### src/rtl/multicycle_control.sv
// multicycle_control: control FSM for the multi-cycle MIPS-subset datapath.
// Sequences each instruction through fetch/decode/execute/memory/writeback,
// drives the shared-memory datapath muxes and enables, and handshakes with a
// variable-latency memory. A per-access wait counter faults a stuck memory.
//
// Ports:
//   clock, resetN               clock (rising edge), synchronous active-low reset
//   opcode, funct               instruction fields from the instruction register
//   zero                        ALU zero flag (branch decision)
//   memReady                    memory completes the current access this cycle
//   pcEn, pcSrc                 PC enable and PC source select
//   iOrD, memRead, memWrite     memory address select and requests
//   irWrite                     instruction register load
//   regDst, memToReg, regWrite  register-file write controls
//   aluSrcA, aluSrcB, aluControl ALU operand selects and operation
//   state, retired              debug state, one-cycle completion pulse
//   fault, faultCause           sticky fault flag and its cause
//
// state  | meaning
// FETCH  | read instruction at PC, PC+4 -> PC on memReady
// DECODE | precompute branch target, dispatch on opcode
// MEMADR | compute load/store address
// MEMRD  | load data read, waits on memReady
// MEMWB  | load data -> rt
// MEMWR  | store write, waits on memReady
// EXEC   | R-type ALU operation
// ALUWB  | ALU result -> rd
// BRANCH | compare, conditionally take branch target
// ADDIEX | rs + immediate
// ADDIWB | ALU result -> rt
// JUMP   | jump target -> PC
// FAULT  | terminal until reset
module multicycle_control #(
   parameter int ALU_CTRL_W  = 5,
   parameter bit ENABLE_BNE  = 1'b1,
   parameter int MEM_TIMEOUT = 16,
   parameter int TCNT_W      = 8
) (
   input  logic                  clock,
   input  logic                  resetN,
   input  logic [5:0]            opcode,
   input  logic [5:0]            funct,
   input  logic                  zero,
   input  logic                  memReady,
   output logic                  pcEn,
   output logic [1:0]            pcSrc,
   output logic                  iOrD,
   output logic                  memRead,
   output logic                  memWrite,
   output logic                  irWrite,
   output logic                  regDst,
   output logic                  memToReg,
   output logic                  regWrite,
   output logic                  aluSrcA,
   output logic [1:0]            aluSrcB,
   output logic [ALU_CTRL_W-1:0] aluControl,
   output logic [3:0]            state,
   output logic                  retired,
   output logic                  fault,
   output logic [1:0]            faultCause
);

   typedef enum logic [3:0] {
      S_FETCH  = 4'd0,  S_DECODE = 4'd1,  S_MEMADR = 4'd2,  S_MEMRD  = 4'd3,
      S_MEMWB  = 4'd4,  S_MEMWR  = 4'd5,  S_EXEC   = 4'd6,  S_ALUWB  = 4'd7,
      S_BRANCH = 4'd8,  S_ADDIEX = 4'd9,  S_ADDIWB = 4'd10, S_JUMP   = 4'd11,
      S_FAULT  = 4'd15
   } state_e;

   localparam logic [ALU_CTRL_W-1:0] ALU_ADD = ALU_CTRL_W'(0);
   localparam logic [ALU_CTRL_W-1:0] ALU_SUB = ALU_CTRL_W'(1);
   localparam logic [ALU_CTRL_W-1:0] ALU_AND = ALU_CTRL_W'(2);
   localparam logic [ALU_CTRL_W-1:0] ALU_OR  = ALU_CTRL_W'(3);
   localparam logic [ALU_CTRL_W-1:0] ALU_SLT = ALU_CTRL_W'(4);

   localparam int                TMO_LAST_I = (MEM_TIMEOUT > 0) ? MEM_TIMEOUT - 1 : 0;
   localparam logic [TCNT_W-1:0] TMO_LAST   = TCNT_W'(TMO_LAST_I);

   state_e            state_q, state_d;
   logic [TCNT_W-1:0] wcnt_q, wcnt_d;
   logic [1:0]        cause_q, cause_d;

   logic                  pc_en_c, i_or_d_c, mem_rd_c, mem_wr_c, ir_wr_c;
   logic                  reg_dst_c, mem_to_reg_c, reg_wr_c, src_a_c, ret_c;
   logic [1:0]            pc_src_c, src_b_c;
   logic [ALU_CTRL_W-1:0] alu_c;
   logic                  mem_state, tmo_hit;

   assign mem_state = (state_q == S_FETCH) || (state_q == S_MEMRD) || (state_q == S_MEMWR);
   // memReady takes priority over an expiring timeout, so tmo_hit excludes it.
   assign tmo_hit   = (MEM_TIMEOUT != 0) && mem_state && !memReady && (wcnt_q == TMO_LAST);
   assign wcnt_d    = (mem_state && !memReady) ? wcnt_q + 1'b1 : '0;

   always_ff @(posedge clock) begin
      if (!resetN) begin
         state_q <= S_FETCH;
         wcnt_q  <= '0;
         cause_q <= 2'd0;
      end else begin
         state_q <= state_d;
         wcnt_q  <= wcnt_d;
         cause_q <= cause_d;
      end
   end

   always_comb begin
      state_d      = state_q;
      cause_d      = cause_q;
      pc_en_c      = 1'b0;
      pc_src_c     = 2'd0;
      i_or_d_c     = 1'b0;
      mem_rd_c     = 1'b0;
      mem_wr_c     = 1'b0;
      ir_wr_c      = 1'b0;
      reg_dst_c    = 1'b0;
      mem_to_reg_c = 1'b0;
      reg_wr_c     = 1'b0;
      src_a_c      = 1'b0;
      src_b_c      = 2'd0;
      alu_c        = ALU_ADD;
      ret_c        = 1'b0;
      unique case (state_q)
         S_FETCH: begin
            mem_rd_c = 1'b1;
            src_b_c  = 2'd1;
            ir_wr_c  = memReady;
            pc_en_c  = memReady;
            if (memReady)     state_d = S_DECODE;
            else if (tmo_hit) begin state_d = S_FAULT; cause_d = 2'd3; end
         end
         S_DECODE: begin
            src_b_c = 2'd3;
            unique case (opcode)
               6'h23, 6'h2B: state_d = S_MEMADR;
               6'h00:        state_d = S_EXEC;
               6'h04:        state_d = S_BRANCH;
               6'h05: begin
                  if (ENABLE_BNE) state_d = S_BRANCH;
                  else begin state_d = S_FAULT; cause_d = 2'd1; end
               end
               6'h08:        state_d = S_ADDIEX;
               6'h02:        state_d = S_JUMP;
               default: begin state_d = S_FAULT; cause_d = 2'd1; end
            endcase
         end
         S_MEMADR: begin
            src_a_c = 1'b1;
            src_b_c = 2'd2;
            state_d = (opcode == 6'h2B) ? S_MEMWR : S_MEMRD;
         end
         S_MEMRD: begin
            i_or_d_c = 1'b1;
            mem_rd_c = 1'b1;
            if (memReady)     state_d = S_MEMWB;
            else if (tmo_hit) begin state_d = S_FAULT; cause_d = 2'd3; end
         end
         S_MEMWB: begin
            mem_to_reg_c = 1'b1;
            reg_wr_c     = 1'b1;
            ret_c        = 1'b1;
            state_d      = S_FETCH;
         end
         S_MEMWR: begin
            i_or_d_c = 1'b1;
            mem_wr_c = 1'b1;
            ret_c    = memReady;
            if (memReady)     state_d = S_FETCH;
            else if (tmo_hit) begin state_d = S_FAULT; cause_d = 2'd3; end
         end
         S_EXEC: begin
            src_a_c = 1'b1;
            state_d = S_ALUWB;
            unique case (funct)
               6'h20:   alu_c = ALU_ADD;
               6'h22:   alu_c = ALU_SUB;
               6'h24:   alu_c = ALU_AND;
               6'h25:   alu_c = ALU_OR;
               6'h2A:   alu_c = ALU_SLT;
               default: begin state_d = S_FAULT; cause_d = 2'd2; end
            endcase
         end
         S_ALUWB: begin
            reg_dst_c = 1'b1;
            reg_wr_c  = 1'b1;
            ret_c     = 1'b1;
            state_d   = S_FETCH;
         end
         S_BRANCH: begin
            src_a_c  = 1'b1;
            alu_c    = ALU_SUB;
            pc_src_c = 2'd1;
            ret_c    = 1'b1;
            pc_en_c  = (opcode == 6'h05) ? ~zero : zero;
            state_d  = S_FETCH;
         end
         S_ADDIEX: begin
            src_a_c = 1'b1;
            src_b_c = 2'd2;
            state_d = S_ADDIWB;
         end
         S_ADDIWB: begin
            reg_wr_c = 1'b1;
            ret_c    = 1'b1;
            state_d  = S_FETCH;
         end
         S_JUMP: begin
            pc_src_c = 2'd2;
            pc_en_c  = 1'b1;
            ret_c    = 1'b1;
            state_d  = S_FETCH;
         end
         S_FAULT: state_d = S_FAULT;
         default: state_d = S_FETCH;
      endcase
   end

   // Every output is held low while reset is asserted, abandoning any access.
   assign pcEn       = resetN & pc_en_c;
   assign pcSrc      = resetN ? pc_src_c : 2'd0;
   assign iOrD       = resetN & i_or_d_c;
   assign memRead    = resetN & mem_rd_c;
   assign memWrite   = resetN & mem_wr_c;
   assign irWrite    = resetN & ir_wr_c;
   assign regDst     = resetN & reg_dst_c;
   assign memToReg   = resetN & mem_to_reg_c;
   assign regWrite   = resetN & reg_wr_c;
   assign aluSrcA    = resetN & src_a_c;
   assign aluSrcB    = resetN ? src_b_c : 2'd0;
   assign aluControl = resetN ? alu_c : '0;
   assign state      = resetN ? state_q : 4'd0;
   assign retired    = resetN & ret_c;
   assign fault      = resetN & (state_q == S_FAULT);
   assign faultCause = resetN ? cause_q : 2'd0;

endmodule

### config.mk
export PLATFORM = sky130hd
export DESIGN_NAME = multicycle_control
export DESIGN_NICKNAME = d
export VERILOG_FILES = /design/src/rtl/multicycle_control.sv
export SDC_FILE = /design/constraint.sdc
export NUM_CORES = 1
export LEC_CHECK = 0
export CAP_MARGIN = 20
export CORE_AREA = 8 8 71 73
export CTS_BUF_LIST = sky130_fd_sc_hd__clkbuf_4
export CTS_CLUSTER_SIZE = 16
export DETAILED_ROUTE_END_ITERATION = 16
export DIE_AREA = 0 0 79 81
export PLACE_DENSITY = 0.71
export SYNTH_ARGS = -nofsm -noshare
export SYNTH_HDL_FRONTEND = slang
export SYNTH_SLANG_ARGS = --single-unit
### constraint.sdc
create_clock -name clock -period 1.9 [get_ports clock]
set_input_delay 0.57 -clock clock [delete_from_list [all_inputs] [get_ports clock]]
set_output_delay 0.57 -clock clock [all_outputs]
set_load 0.03 [all_outputs]
==> reports/metrics.yaml, run 1 <==
outcome:
  status: "finished, violations left"
  violations: "negative setup slack"
power:
  power_density_mw_per_mm2: 1070
  peakVddDrop_mv: 0.389
  leakagePower_uw: 0.00104
setup_path:
  crit_start: "funct[4]"
  reg2reg_from: "state_q[3]"
  startpoint_type: "primary input"
  ff2ff_path_depth: 8
  endpoint_kind: "output port"
  r2r_end: "state_q[0]"
  critPathRequiredTime_ps: 1330
  worstSetupPathType: "in -> out"
  crit_path_max_fanout: 3
  rrSetupSlack_ps: 50
  cp.arrival_ps: 1620
die:
  row_count: 23
  die_x_um: 79
  fp.dieH_um: 81
  die_area_mm2: 0.00640
  initial_core_util_pct: 34.3
  ioPinCount: 42
  core-area_mm2: 0.00391
sta:
  clock.fmax_ghz: 0.456
  period_needed_ps: 2190
  fin_skew_ps: 14.6
  finalSetupViolations: 14
  slew_viol_final: 0
  period_share_pct: 115
  rsz0062_at_grt: "true"
  hold_viol: 0
  fin_ws_ps: -291
detailed_routing:
  vias: 1777
  drt_iter0_drc: 154
  drt_first_pass_iters: 4
  drc: 0
  wl_per_cell_um: 16.9
  routed_wl_mm: 5.41
  antenna_left: 0
  drt-vias-per-instance: 5.54
synth:
  synth_cell_types: 44
  synth-seq-cells: 14
  async_flop_share_pct: 0
  synth-main-ff-cell: "dfxtp_1"
  syn_area_per_cell_um2: 7.19
  synth_edf_count: 0
  synthCells: 187
  netlist_area_mm2: 0.00134
  ys_seq_area_share_pct: 20.9
  synth_warnings: 0
clock_network:
  clk_pin_slew_ps: 70
  clock_sinks: 14
  cts_tree: "done"
  htree_levels: 1
  cts_root_buf: "clkbuf_4"
  clockBufferDepth: 2
  clock_latency_ps: 290
  cts_made_buffers: 3
placed_design:
  dp.final_hpwl_mm: 3.31
  dpl.cell_count: 302
  post-place-ws_ps: -745
  io_buffers: 39
  gp_congestion: 0.845
  postPlaceCellArea_mm2: 0.00205
hold_path:
  hold_path_class: "reg -> reg"
  hold_path_end: "wcnt_q[0]"
  holdPathStages: 1
  hold_start: "wcnt_q[0]"
cells_and_area:
  fin_nets: 289
  area_delta_synth_final_pct: 88.2
  multi_input_area_mm2: 0.00126
  fin_cells: 321
  nFillCells: 307
  final_cell_area_mm2: 0.00253
  num_antenna_cells: 0
  drive_above_1_share_pct: 53.1
  seq_area_um2: 288
grt:
  overflow: 0
  grt_pass1_wl_mm: 8.07
  antenna_found_initial: 0
  grt_use_total_pct: 15.4
  grt_max_degree: 22
  first_global_vias: 1733
flow_run:
  maxCapViolCount: 0
[layer usage]
layer  vias to the layer above  share of wire [%]  GRT usage [%]
li1                        836                  -              -
met1                       840                 40           17.2
met2                        80                 50           26.9
met3                        21                6.2           2.76
met4                         0                3.9           8.89
met5                         -                  0              0
[final cells by class]
type / instances / share of cell area [%]
timing repair buffer: 94 / 34.3
sequential: 14 / 11.4
tap: 50 / 2.47
multi-input combinational: 152 / 49.8
clock inverter: 1 / 0.148
inverter: 7 / 1.04
clock buffer: 3 / 0.891
[state kept, by name, indices dropped and copies added (netlist names)]
| register | flops |
|---|---|
| state_q | 4 |
| cause_q | 2 |
| wcnt_q | 8 |
[cells by family (layout without fill, tap and decap cells)]
family / after synthesis / count (layout) / share of synthesized area (%)
XOR/XNOR: 10 / 10 / 6.52
multiplexers: 1 / 1 / 0.838
buffers and inverters: 22 / 105 / 9.87
AND/OR/NAND/NOR: 94 / 94 / 37.5
adder cells (fa/ha/maj): 1 / 1 / 0.931
flip-flops: 14 / 14 / 20.9
AO/OA/AOI/OAI: 44 / 44 / 23.2
other: 1 / 2 / 0.279
[worst max path at each step]
stage | endpoint | slack (ps) | cells past startpoint
6_report | aluControl[0] | -290 | 5
2_1_floorplan | aluControl[2] | -330 | 4
4_1_cts | aluControl[0] | -300 | 5
5_1_grt | aluControl[0] | -320 | 5
3_3_place_gp | aluControl[2] | -740 | 5
3_5_place_dp | aluControl[2] | -740 | 5
[report_power, final]
group	leakage [uW]	switching (uW)	internal, uW
Combinational	0.000914	1150	975
Clock	0.0000154	95.6	76.3
Sequential	0.000116	40.9	357
[cell usage in the layout (no fill, tap or decap), drive strengths merged, types with 2 or more instances in the layout]
cell type,Yosys,routed
nor3,12,12
xor2,3,3
o31ai,2,2
nor3b,3,3
dlygate4sd2,0,5
or4,2,2
a2111oi,4,4
nand2,11,11
xnor2,7,7
o311ai,2,2
and2,9,9
or3,2,2
nand2b,11,11
conb,1,2
nor4,4,4
buf,9,85
nand3,7,7
a211oi,4,4
nor2,21,21
o41ai,2,2
a21oi,12,12
and4,2,2
o21ai,10,10
clkdlybuf4s15,0,3
dfxtp,14,14
nor2b,3,3
o22ai,3,3
and3,5,5
clkbuf,6,3
inv,7,7
[synthesized netlist by cell type (all sizes together) (4+ instances only)]
cell	number	area [um2]
nand2	11	41.3
a2111oi	4	60.1
a21oi	12	60.1
and2	9	56.3
xnor2	7	61.3
buf	9	80.1
nor3	12	60.1
nor2	21	78.8
nand3	7	35.0
and3	5	31.3
nor4	4	25.0
dfxtp	14	280
inv	7	26.3
clkbuf	6	26.3
a211oi	4	30.0
o21ai	10	50.1
nand2b	11	68.8
[critical path, stage by stage]
cell	delay [ps]
buf_6	90
nand2b_4	130
or3_4	440
o31ai_4	230
buf_6	160
[stage by stage]
stage          util (%)  total power, uW  hold WS (ps)  TNS, ps
2_1_floorplan         -             1390           413    -1140
3_3_place_gp       52.3             1880           425   -13000
3_5_place_dp       52.3             1900           433   -13220
4_1_cts            60.4             2440           443    -2210
5_1_grt            64.6             2840           479    -3090
6_report           64.6             2700           440    -2320
[repair_timing]
item                       in CTS  in global routing
gates resized for setup        91                 36
setup endpoints to repair      29                 30
pin swaps                      18                 23
gates cloned                    1                  0
hold buffers                    0                  0
buffers inserted               12                  8
No activity file was read; power rests on OpenSTA's default activity.
==> run 2: changes to the inputs <==
--- a/config.mk
+++ b/config.mk
@@ -5,13 +5,14 @@
 export SDC_FILE = /design/constraint.sdc
 export NUM_CORES = 1
 export LEC_CHECK = 0
+export ABC_CLOCK_PERIOD_IN_PS = 1900
 export CAP_MARGIN = 20
-export CORE_AREA = 8 8 71 73
+export CORE_AREA = 8 8 65 67
 export CTS_BUF_LIST = sky130_fd_sc_hd__clkbuf_4
 export CTS_CLUSTER_SIZE = 16
 export DETAILED_ROUTE_END_ITERATION = 16
-export DIE_AREA = 0 0 79 81
-export PLACE_DENSITY = 0.71
+export DIE_AREA = 0 0 73 75
+export PLACE_DENSITY = 0.83
 export SYNTH_ARGS = -nofsm -noshare
 export SYNTH_HDL_FRONTEND = slang
 export SYNTH_SLANG_ARGS = --single-unit
==> run 2 against run 1 <==
  * The run still ends with negative setup slack left
  * Global-route usage increased by 5.0 points
  * Clock power increased by 9%
  * Final cell count decreased by 0.93%
  * Via count increased by 11%
  * Power increased by 9.0%
  * Flip-flop and latch count unchanged
  * Register-to-register slack got worse by 100 ps
  * Worst setup slack got worse by 32 ps
==> reports/metrics.yaml, run 2 (synthesized netlist as in run 1, its figures left out) <==
clock_network:
  clk_pin_slew_ps: 90
  cts_made_buffers: 3
  cts_root_buf: "clkbuf_4"
  cts-hold-fix-buffers: 0
  clock_latency_ps: 290
  clock_sinks: 14
  clockBufferDepth: 2
  htree_levels: 1
  cts_tree: "done"
cells_and_area:
  final_cell_mix: "buf_4 (44), buf_6 (31), nor2_1 (15)"
  fin_nets: 290
  nFillCells: 184
  final_common_cell: "buf_4"
  largestRegisters: "wcnt_q x8, state_q x4, cause_q x2"
  area_delta_synth_final_pct: 93.3
  largest_reg_flops: 8
  top_register: "wcnt_q"
  fin_cells: 318
  fin_util_pct: 80.4
  drive_above_1_share_pct: 54.8
  num_antenna_cells: 0
grt:
  grt_max_degree: 22
  grtUsageMet1_pct: 23.6
  first_global_vias: 1836
  use_met3_pct: 3.99
  antenna_found_initial: 0
  busiest_layer: "met2"
  overflow: 0
  met2_usage_pct: 37.2
  grt_pass1_wl_mm: 9.00
  grt_use_total_pct: 20.4
detailed_routing:
  antenna_left: 0
  drc: 0
  drt_first_pass_iters: 5
  drt_iter0_drc: 130
  routed_wl_mm: 6.69
  wl_per_cell_um: 21.0
  drt-vias-per-instance: 6.22
  vias: 1979
placed_design:
  post-place-ws_ps: -773
  dpl.cell_count: 293
  dp.final_hpwl_mm: 3.13
  gp_congestion: 0.871
  io_buffers: 39
sta:
  slew_viol_final: 0
  period_needed_ps: 2220
  hold_viol: 0
  fin_ws_ps: -323
  finalSetupTns_ps: -2640
  rsz0062_at_grt: "true"
  finalSetupViolations: 19
  clock.fmax_ghz: 0.450
  fin_skew_ps: 9.04
  period_share_pct: 117
setup_path:
  startpoint_type: "register"
  endpoint_kind: "output port"
  rrSetupSlack_ps: -50
  crit_path_max_fanout: 3
  r2r_end: "wcnt_q[2]"
  critPathRequiredTime_ps: 1330
  worstSetupPathType: "reg -> out"
  cp.arrival_ps: 1650
  reg2reg_from: "state_q[2]"
  ff2ff_path_depth: 7
power:
  peakVddDrop_mv: 1.04
  power_uw: 2940
  leakagePower_uw: 0.00109
  power_density_mw_per_mm2: 1130
die:
  fp.dieH_um: 75
  core-area_mm2: 0.00323
  die_x_um: 73
  row_count: 21
  initial_core_util_pct: 41.6
  die_area_mm2: 0.00548
  ioPinCount: 42
outcome:
  status: "finished, violations left"
  violations: "negative setup slack"
flow_run:
  maxCapViolCount: 0
hold_path:
  hold_path_class: "reg -> reg"
  hold_start: "wcnt_q[0]"
  hold_path_end: "wcnt_q[0]"
  holdPathStages: 1
## run 2: per-stage QoR
stage                     instance area [um2]  hold slack [ps]
after global placement                   2000              427
after floorplan                          1460              413
after global routing                     2600              484
after detailed placement                 2000              432
final                                    2600              469
after CTS                                2440              444
## run 2: worst max-delay path by stage
stage | from | to | slack [ps] | depth (start not counted)
final | state_q[3] | aluControl[0] | -320 | 5
after CTS | funct[4] | aluControl[0] | -300 | 5
after global placement | resetN | aluControl[2] | -740 | 5
after global routing | state_q[3] | regWrite | -390 | 7
after floorplan | resetN | aluControl[2] | -330 | 4
after detailed placement | resetN | aluControl[2] | -770 | 5
## run 2: power breakdown
| group | switching [uW] | internal [uW] | total (uW) |
|---|---|---|---|
| Sequential | 63.5 | 360 | 424 |
| Combinational | 1200 | 1130 | 2330 |
| Clock | 111 | 76.4 | 187 |
| Total | 1370 | 1570 | 2940 |
## run 2: worst max-delay path, cell delays in order (launching register included)
cell     delay, ps
dfxtp_2        350
inv_2           90
nand3_4         70
or3_4          450
o31ai_4        240
buf_6          160
## run 2: final cells by class
cell class / instances / area [um2] / area share [%]
multi-input cells: 152 / 1250 / 48.0
repair buffers: 95 / 951 / 36.6
flip-flops and latches: 14 / 290 / 11.2
well taps: 46 / 57.6 / 2.22
inverters: 7 / 26.3 / 1.01
clock buffers: 3 / 22.5 / 0.867
clock inverters: 1 / 3.75 / 0.145
## run 2: layer usage
| metal | vias up | routed length [um] |
|---|---|---|
| met3 | 37 | 555 |
| li1 | 838 | - |
| met2 | 154 | 3250 |
| met5 | - | 0 |
| met4 | 0 | 379 |
| met1 | 950 | 2500 |
## run 2: repair_timing
action	4_1_cts	5_1_grt
cloned	2	1
pin swaps	18	16
endpoints found under the setup margin	29	22
resized for setup	105	39
buffers inserted	15	7
==> run 3: changes to the inputs <==
--- a/config.mk
+++ b/config.mk
@@ -12,6 +12,7 @@
 export CTS_CLUSTER_SIZE = 16
 export DETAILED_ROUTE_END_ITERATION = 16
 export DIE_AREA = 0 0 73 75
+export HOLD_SLACK_MARGIN = 0.1
 export PLACE_DENSITY = 0.83
 export SYNTH_ARGS = -nofsm -noshare
 export SYNTH_HDL_FRONTEND = slang
==> results of run 3 <==
Final layout, timing and power as in run 2 (identical DEF).
